[config.mk]
export PLATFORM = sky130hd
export DESIGN_NAME = sp_bram_wrr_scheduler_flat
export DESIGN_NICKNAME = d
export VERILOG_FILES = /design/src/rtl/sp_bram_wrr_scheduler_pkg.sv /design/src/rtl/sp_bram_wrr_scheduler_if.sv /design/src/rtl/sp_bram_wrr_scheduler_pick.sv /design/src/rtl/sp_bram_wrr_scheduler.sv /design/src/flat_wrapper.sv
export SDC_FILE = /design/constraint.sdc
export NUM_CORES = 1
export LEC_CHECK = 0
export BUFFER_PORTS_ARGS = -buffer_cell sky130_fd_sc_hd__buf_2
export CAP_MARGIN = 20
export CORE_AREA = 2 2 159 161
export CTS_BUF_LIST = sky130_fd_sc_hd__clkbuf_8
export DETAILED_ROUTE_END_ITERATION = 16
export DIE_AREA = 0 0 161 163
export PLACE_DENSITY = 0.51
export SYNTH_ARGS = -nofsm -noshare
export SYNTH_HDL_FRONTEND = slang
export SYNTH_HIERARCHICAL = 1
export SYNTH_SLANG_ARGS = --single-unit
[constraint.sdc]
create_clock -name clk -period 2.95 [get_ports clk]
set_input_delay 0.1475 -clock clk [delete_from_list [all_inputs] [get_ports clk]]
set_output_delay 0.1475 -clock clk [all_outputs]
set_load 0.005 [all_outputs]
[src/rtl/sp_bram_wrr_scheduler_pkg.sv]
// ---------------------------------------------------------------------------
// sp_bram_arb_pkg
// Shared types and helpers for the single-port BRAM weighted round-robin
// scheduler.
//   N_CLIENTS  : default client count; sizes the response-tag index
//   IDX_W      : width of a client index
//   WEIGHT_W   : width of a per-client weight / credit counter
//   resp_tag_t : one response-pipe entry {vld, idx}
//   w_eff()    : effective weight (a zero weight behaves as one)
// ---------------------------------------------------------------------------
package sp_bram_arb_pkg;

    localparam int unsigned N_CLIENTS = 4;
    localparam int unsigned IDX_W     = (N_CLIENTS > 1) ? $clog2(N_CLIENTS) : 1;
    localparam int unsigned WEIGHT_W  = 4;

    // One in-flight read: which client gets the data when it comes back.
    typedef struct packed {
        logic             vld;
        logic [IDX_W-1:0] idx;
    } resp_tag_t;

    // A zero weight would otherwise reload credit to all-ones after the
    // decrement, so it is promoted to one grant per turn.
    function automatic logic [WEIGHT_W-1:0] w_eff(input logic [WEIGHT_W-1:0] w);
        return (w == '0) ? WEIGHT_W'(1) : w;
    endfunction

endpackage : sp_bram_arb_pkg

[src/rtl/sp_bram_wrr_scheduler_if.sv]
// ---------------------------------------------------------------------------
// sp_bram_wrr_scheduler_if
// Bundles the client request ports, the weight configuration and the BRAM
// primitive ports of the scheduler.
//   cfg_weight  : per-client grants per turn
//   client_req  : request, held until granted
//   client_gnt  : one-hot grant, combinational
//   client_addr / client_di / client_we : per-client access payload
//   client_do / client_dvld : per-client read return
//   sram_en / sram_we / sram_addr / sram_di : BRAM command
//   sram_do     : BRAM read data
// Modports:
//   slave  : the scheduler
//   master : the clients plus the BRAM model (bench side)
// ---------------------------------------------------------------------------
interface sp_bram_wrr_scheduler_if #(
    parameter int unsigned N            = sp_bram_arb_pkg::N_CLIENTS,
    parameter int unsigned ADDR_WIDTH   = 8,
    parameter int unsigned DATA_WIDTH   = 32,
    parameter int unsigned WE_WIDTH     = (DATA_WIDTH + 7) / 8,
    parameter int unsigned WEIGHT_WIDTH = sp_bram_arb_pkg::WEIGHT_W
);

    logic [N-1:0][WEIGHT_WIDTH-1:0] cfg_weight;
    logic [N-1:0]                   client_req;
    logic [N-1:0]                   client_gnt;
    logic [N-1:0][ADDR_WIDTH-1:0]   client_addr;
    logic [N-1:0][DATA_WIDTH-1:0]   client_di;
    logic [N-1:0][WE_WIDTH-1:0]     client_we;
    logic [N-1:0][DATA_WIDTH-1:0]   client_do;
    logic [N-1:0]                   client_dvld;
    logic                           sram_en;
    logic [WE_WIDTH-1:0]            sram_we;
    logic [ADDR_WIDTH-1:0]          sram_addr;
    logic [DATA_WIDTH-1:0]          sram_di;
    logic [DATA_WIDTH-1:0]          sram_do;

    modport slave (
        input  cfg_weight,
        input  client_req,
        output client_gnt,
        input  client_addr,
        input  client_di,
        input  client_we,
        output client_do,
        output client_dvld,
        output sram_en,
        output sram_we,
        output sram_addr,
        output sram_di,
        input  sram_do
    );

    modport master (
        output cfg_weight,
        output client_req,
        input  client_gnt,
        output client_addr,
        output client_di,
        output client_we,
        input  client_do,
        input  client_dvld,
        input  sram_en,
        input  sram_we,
        input  sram_addr,
        input  sram_di,
        output sram_do
    );

endinterface : sp_bram_wrr_scheduler_if

[src/rtl/sp_bram_wrr_scheduler_pick.sv]
// ---------------------------------------------------------------------------
// wrr_pick
// Rotating-priority find-first over the request vector. The search starts
// at i_cur+1, wraps modulo N, and checks i_cur itself last.
//   i_req   : request vector
//   i_cur   : current turn owner
//   o_found : at least one request is present
//   o_idx   : first requester in rotated order (0 when none)
// ---------------------------------------------------------------------------
module wrr_pick
    import sp_bram_arb_pkg::*;
#(
    parameter int unsigned N = N_CLIENTS
) (
    input  logic [N-1:0]     i_req,
    input  logic [IDX_W-1:0] i_cur,
    output logic             o_found,
    output logic [IDX_W-1:0] o_idx
);

    logic [IDX_W-1:0] w_j;

    // Walk offsets 1..N so that the current owner is considered last.
    always_comb begin
        o_found = 1'b0;
        o_idx   = '0;
        w_j     = '0;
        for (int unsigned k = 1; k <= N; k++) begin
            w_j = IDX_W'((32'(i_cur) + k) % N);
            if (!o_found && i_req[w_j]) begin
                o_found = 1'b1;
                o_idx   = w_j;
            end
        end
    end

endmodule : wrr_pick

[src/rtl/sp_bram_wrr_scheduler.sv]
// ---------------------------------------------------------------------------
// sp_bram_wrr_scheduler
// Shares one single-port BRAM between N clients with weighted round-robin
// arbitration. At most one access is issued per cycle; read data returns to
// the granted client READ_LATENCY cycles after the grant.
//   clk   : clock
//   rst_n : synchronous active-low reset
//   bus   : client request/return ports, weights and BRAM command/data
//           (sp_bram_wrr_scheduler_if.slave)
// N and WEIGHT_WIDTH must match the package constants that size the
// response tag and the weight helper.
// ---------------------------------------------------------------------------
module sp_bram_wrr_scheduler
    import sp_bram_arb_pkg::*;
#(
    parameter int unsigned N            = N_CLIENTS,
    parameter int unsigned ADDR_WIDTH   = 8,
    parameter int unsigned DATA_WIDTH   = 32,
    parameter int unsigned WE_WIDTH     = (DATA_WIDTH + 7) / 8,
    parameter int unsigned READ_LATENCY = 2,
    parameter int unsigned WEIGHT_WIDTH = WEIGHT_W
) (
    input  logic                     clk,
    input  logic                     rst_n,
    sp_bram_wrr_scheduler_if.slave   bus
);

    // Turn owner and remaining grants in the current turn.
    logic [IDX_W-1:0]        r_cur;
    logic [WEIGHT_WIDTH-1:0] r_credit;

    // Read-return tags; entry READ_LATENCY-1 lines up with sram_do.
    resp_tag_t               r_pipe [READ_LATENCY];

    logic                    w_pick_found;
    logic [IDX_W-1:0]        w_pick_idx;
    logic                    w_hold;
    logic                    w_gnt_vld;
    logic [IDX_W-1:0]        w_gnt_idx;
    logic                    w_gnt_is_read;
    logic [WEIGHT_WIDTH-1:0] w_reload;

    wrr_pick #(
        .N       (N)
    ) u_pick (
        .i_req   (bus.client_req),
        .i_cur   (r_cur),
        .o_found (w_pick_found),
        .o_idx   (w_pick_idx)
    );

    // Grant selection: keep the turn while credit remains, else rotate.
    // Reset suppresses every grant so the BRAM sees no command meanwhile.
    always_comb begin
        w_hold    = rst_n && bus.client_req[r_cur] && (r_credit != '0);
        w_gnt_vld = 1'b0;
        w_gnt_idx = r_cur;
        if (w_hold) begin
            w_gnt_vld = 1'b1;
            w_gnt_idx = r_cur;
        end else if (rst_n && w_pick_found) begin
            w_gnt_vld = 1'b1;
            w_gnt_idx = w_pick_idx;
        end
    end

    assign w_gnt_is_read = w_gnt_vld && (bus.client_we[w_gnt_idx] == '0);

    // Weight is sampled only here, at the start of a new turn.
    assign w_reload = w_eff(bus.cfg_weight[w_gnt_idx]) - WEIGHT_WIDTH'(1);

    // BRAM command and grant vector, zero-latency from the grant.
    always_comb begin
        bus.client_gnt = '0;
        bus.sram_en    = 1'b0;
        bus.sram_we    = '0;
        bus.sram_addr  = '0;
        bus.sram_di    = '0;
        if (w_gnt_vld) begin
            bus.client_gnt[w_gnt_idx] = 1'b1;
            bus.sram_en               = 1'b1;
            bus.sram_we               = bus.client_we[w_gnt_idx];
            bus.sram_addr             = bus.client_addr[w_gnt_idx];
            bus.sram_di               = bus.client_di[w_gnt_idx];
        end
    end

    // Turn state. A dropped request loses its remaining credit because the
    // next grant to anyone else reloads credit from scratch.
    always_ff @(posedge clk) begin
        if (!rst_n) begin
            r_cur    <= '0;
            r_credit <= '0;
        end else if (w_hold) begin
            r_credit <= r_credit - WEIGHT_WIDTH'(1);
        end else if (w_gnt_vld) begin
            r_cur    <= w_gnt_idx;
            r_credit <= w_reload;
        end
    end

    // Response pipe: one tag per issued access, writes carry vld=0.
    always_ff @(posedge clk) begin
        if (!rst_n) begin
            for (int unsigned s = 0; s < READ_LATENCY; s++) begin
                r_pipe[s] <= '0;
            end
        end else begin
            r_pipe[0] <= '{vld: w_gnt_is_read, idx: w_gnt_idx};
            for (int unsigned s = 1; s < READ_LATENCY; s++) begin
                r_pipe[s] <= r_pipe[s-1];
            end
        end
    end

    // Read return: route BRAM data to the tagged client only.
    always_comb begin
        bus.client_dvld = '0;
        bus.client_do   = '0;
        if (rst_n && r_pipe[READ_LATENCY-1].vld) begin
            bus.client_dvld[r_pipe[READ_LATENCY-1].idx] = 1'b1;
            bus.client_do[r_pipe[READ_LATENCY-1].idx]   = bus.sram_do;
        end
    end

endmodule : sp_bram_wrr_scheduler

[src/flat_wrapper.sv]
// flat-port wrapper written by rule: the top's interface ports become plain ports
module sp_bram_wrr_scheduler_flat import sp_bram_arb_pkg::*;
#(
    parameter int unsigned N            = N_CLIENTS,
    parameter int unsigned ADDR_WIDTH   = 8,
    parameter int unsigned DATA_WIDTH   = 32,
    parameter int unsigned WE_WIDTH     = (DATA_WIDTH + 7) / 8,
    parameter int unsigned READ_LATENCY = 2,
    parameter int unsigned WEIGHT_WIDTH = WEIGHT_W
)
  (clk, rst_n, bus_cfg_weight, bus_client_req, bus_client_gnt, bus_client_addr, bus_client_di, bus_client_we, bus_client_do, bus_client_dvld, bus_sram_en, bus_sram_we, bus_sram_addr, bus_sram_di, bus_sram_do);
  sp_bram_wrr_scheduler_if #(.N(N), .ADDR_WIDTH(ADDR_WIDTH), .DATA_WIDTH(DATA_WIDTH), .WE_WIDTH(WE_WIDTH), .WEIGHT_WIDTH(WEIGHT_WIDTH)) bus_i ();
  input  logic clk;
  input  logic rst_n;
  input wire logic [$bits(bus_i.cfg_weight)-1:0] bus_cfg_weight;
  input wire logic [$bits(bus_i.client_req)-1:0] bus_client_req;
  output wire logic [$bits(bus_i.client_gnt)-1:0] bus_client_gnt;
  input wire logic [$bits(bus_i.client_addr)-1:0] bus_client_addr;
  input wire logic [$bits(bus_i.client_di)-1:0] bus_client_di;
  input wire logic [$bits(bus_i.client_we)-1:0] bus_client_we;
  output wire logic [$bits(bus_i.client_do)-1:0] bus_client_do;
  output wire logic [$bits(bus_i.client_dvld)-1:0] bus_client_dvld;
  output wire logic [$bits(bus_i.sram_en)-1:0] bus_sram_en;
  output wire logic [$bits(bus_i.sram_we)-1:0] bus_sram_we;
  output wire logic [$bits(bus_i.sram_addr)-1:0] bus_sram_addr;
  output wire logic [$bits(bus_i.sram_di)-1:0] bus_sram_di;
  input wire logic [$bits(bus_i.sram_do)-1:0] bus_sram_do;
  assign bus_i.cfg_weight = bus_cfg_weight;
  assign bus_i.client_req = bus_client_req;
  assign bus_client_gnt = bus_i.client_gnt;
  assign bus_i.client_addr = bus_client_addr;
  assign bus_i.client_di = bus_client_di;
  assign bus_i.client_we = bus_client_we;
  assign bus_client_do = bus_i.client_do;
  assign bus_client_dvld = bus_i.client_dvld;
  assign bus_sram_en = bus_i.sram_en;
  assign bus_sram_we = bus_i.sram_we;
  assign bus_sram_addr = bus_i.sram_addr;
  assign bus_sram_di = bus_i.sram_di;
  assign bus_i.sram_do = bus_sram_do;
  sp_bram_wrr_scheduler #(.N(N), .ADDR_WIDTH(ADDR_WIDTH), .DATA_WIDTH(DATA_WIDTH), .WE_WIDTH(WE_WIDTH), .READ_LATENCY(READ_LATENCY), .WEIGHT_WIDTH(WEIGHT_WIDTH)) u_core (.clk(clk), .rst_n(rst_n), .bus(bus_i));
endmodule
==> impl_results.md <==
* Clock Pin Slew Worst Setup and Hold Paths at 0.05 ns
* Hold crit path type: primary input to flip-flop
* Total Wirelength at approximately 22000 um
* Placed cells at 1246
* Area grow syn2layout at 75.83%
* Number of library cell types mapped by synthesis at 50
* Number of global-route vias before repair at a little over 5k
* Predominant post-synthesis flop cell: dfxtp_1
* Std-Cell Rows at 58
* Adder-Cell Fraction of Synth Area at less than 1%
* Starting Density at 14.62%
* Fraction of layout cells with a size suffix above 1 at 53.21%
* Sequential cell fraction of total power at 6.8%
* I/O pin total at 411
* Via count at 5514
* Crit end category: flip-flop
* Dominant cell type by area after synthesis: and2_1
* Synth Area in Simple Gates at 46.12%
* GRT Overall Usage at 14.51%
* Worst Max-Slew Pin Slew at between 0.3 and 0.4 ns
* Rel. slew slack at around 74%
* Crit path to: u_core/r_credit[2]$_SDFFE_PN0P_
* I/O Buffers at 410
* Lkg Pwr at 3.477 nW
* CP arrival at 2.97 ns
* Power Dens Cells at 600.2 nW/um^2
* DRT iter0 DRCs at 247
* Clk sinks at 12
* Max-cap violation count at 0
* DIE HEIGHT at 163 um
* TritonCTS clock tree: yes
* Synthesis Warnings at 6
* Number of enable flip-flop cells after synthesis at 0
* Worst path required time at 3.09 ns
* Largest net degree at the start of global routing at 90
* Die W at 161 um
* Total gr overflow at 0
* Sw Pwr at 1.955 mW
* Setup violators final at 0
* Non-filler cells in the finished layout at 1264
* Outcome: complete, no violations
* Commonest cells after routing, fill and taps aside: 410 x buf_2, 135 x and2_1, 54 x nand2_1
* Gpl congestion at 0.8072
* Area contributors post-synth: and2_1 23%, a311oi_1 10%, mux2_1 9.4%
* Worst-path maximum fanout at 4
* Worst skew pair latency at 0.24 ns
* Nets at around 1.2k
* H-tree depth at 1
* Endpoints failing hold at 0
* Worst hold slack at approximately 0.21 ns
* Wirelength per Cell at 17.28 um
* Antenna diodes at 0
* Yosys top cell area share at 23.40%
* Mapped Nets at 761
* Detail Route Antenna Nets at 0
* Hpwl dp at 17150 um
* Sequential area share after synthesis at 6.657%
* # hold bufs at CTS at 0
* Critical R2R Launch: u_core/r_cur[1]$_SDFFE_PN0P_
* Root Driver: clkbuf_8
* Synth Instances at 530
* Crit Path Class: flip-flop to flip-flop
* CTS Buffer Depth at 2
* Tot Pwr at between 3 and 4 mW
* Worst vdd ir at 0.2346 mV
* Die area at 26240 sq um
* CP Launch Type: flip-flop
* Main combinational cell family by area after synthesis: simple AND/OR/NAND/NOR gates
* Most common cell after layout, fill and taps aside: buf_2
* Slew Limit Fails at 0
* Synth Area in Compound Gates at 18.38%
* Tmin final at 2.831 ns
* Synth async-reset ratio at 0%
* Sw Share at 51.33%
* First-pass GRT wire length at 29670 um
* FF-to-FF End: u_core/r_credit[2]$_SDFFE_PN0P_
* CTS buffer count at 3
* Slack of the worst reg-to-reg path at 0.12 ns
* Internal power at approximately 1.9 mW
* Final period utilization at 95.98%
* Post-synthesis register bit count at 12
* DRC violations left at 0
* Post-synthesis xor/xnor area fraction at 0%
* Via-to-Cell Ratio at 4.362
* Highest Clock Rate at 353.2 MHz
* Combinational Power Share at 89.2%
* Initial antenna violation count at 2
* Clock power frac at between 3 and 4%
* Mux contribution to synthesized area at 20.46%
* Core ar. at about 25000 sq um
* Total iterations of the first detailed-routing run at 5
* Mean post-synth cell area at approximately 6.8 sq um
* Skew final at 0.005413 ns
* Worst reg2reg path depth at 15
* Cell area after synthesis at 3608 sq um
* Critical path origin: u_core/r_cur[1]$_SDFFE_PN0P_
-- per-layer routing --
metal  track usage (%)  part of all wire (%)  vias to the layer above
met4             2.516                   1.6                        2
li1                  -                     -                     2674
met5                 0                 0.073                        -
met2             28.93                    53                      328
met3             2.241                   7.3                       23
met1             16.26                    38                     2487
-- worst min path at each step --
stage                                     end  slack, ns                            from  cells past startpoint
5_1_grt          u_core/r_cur[1]$_SDFFE_PN0P_       0.23                           rst_n                      2
3_3_place_gp   u_core/r_pipe[0][4]$_SDFF_PN0_       0.42  u_core/r_pipe[0][1]$_SDFF_PN0_                      1
2_1_floorplan                bus_client_do[0]       0.41                  bus_sram_do[0]                      1
6_report         u_core/r_cur[1]$_SDFFE_PN0P_       0.21                           rst_n                      2
4_1_cts          u_core/r_cur[1]$_SDFFE_PN0P_       0.21                           rst_n                      2
3_5_place_dp   u_core/r_pipe[0][4]$_SDFF_PN0_       0.42  u_core/r_pipe[0][1]$_SDFF_PN0_                      1
-- cell usage after synthesis (2+ instances only) --
master and count:
nand4b_1 2, nor3_1 9, a21oi_1 7, nand2_1 54, nor2_1 54, a211oi_1 2
nand2b_1 4, o21ai_1 4, o21ai_0 3, buf_1 3, buf_4 6, mux2_2 16
inv_1 7, nand3b_1 2, and2_1 135, mux2_1 30, clkbuf_1 25, buf_2 13
a311oi_1 42, a21o_1 3, buf_6 4, a31o_1 2, dfxtp_1 12, nand3_1 44
o22ai_1 2, mux2_4 2, a31oi_1 2, mux2i_1 19
-- critical path, stage by stage, from the launching register on --
cell and delay (ns):
dfxtp_2 0.33, nand2b_1 0.15, a21oi_2 0.14, o221ai_2 0.11
nand3b_1 0.25, o311ai_4 0.15, buf_4 0.18, nand2_2 0.09
buf_4 0.16, mux2i_1 0.13, mux2_4 0.16, a31o_1 0.18
ha_2 0.20, nand2_1 0.05, a32o_1 0.25, o21a_1 0.18
-- stage by stage --
step	setup WS (ns)	util [%]	area (sq um)	TNS [ns]
after floorplan	0.2136	-	3608	0
after global placement	0.2008	24.68	6088	0
after detailed placement	0.1354	24.68	6088	0
after CTS	0.03007	25.12	6198	0
after global routing	-0.01094	25.72	6345	-0.01565
final	0.1186	25.72	6345	0
-- cells by family after synthesis --
| family | Yosys count |
|---|---|
| AND/OR/NAND/NOR | 312 |
| AO/OA/AOI/OAI | 79 |
| multiplexers | 67 |
| buffers and inverters | 59 |
| flip-flops | 12 |
| adder cells (fa/ha/maj) | 1 |
-- sequential cells by signal, summed over array words and instances (netlist names) --
name and flops:
u_core/r_pipe 6, u_core/r_credit 4, u_core/r_cur 2
-- timing repair --
| action | CTS | global route |
|---|---|---|
| pin swaps | 1 | 6 |
| gates resized for setup | 2 | 7 |
| setup buffers | 3 | 8 |
| endpoints found under the setup margin | 14 | 43 |
| gates cloned | 1 | 3 |
| endpoints found under the hold margin | 0 | 0 |
-- final cells by class --
class / count / area (sq um)
fill: 2766 / 18330
multi-input combinational: 460 / 3143
sequential: 12 / 241.5
timing repair buffer: 451 / 2476
tap: 330 / 412.9
clock buffer: 3 / 41.29
inverter: 8 / 30.03
-- power groups by stage --
stage / Clock (mW) / Combinational, mW / Sequential (mW)
after floorplan: 0 / 1.93 / 0.264
after global placement: 0 / 3.03 / 0.260
after CTS: 0.154 / 3.19 / 0.259
final: 0.150 / 3.40 / 0.261
after detailed placement: 0 / 3.03 / 0.262
after global routing: 0.160 / 3.68 / 0.266
No activity file was read; power rests on OpenSTA's default activity.
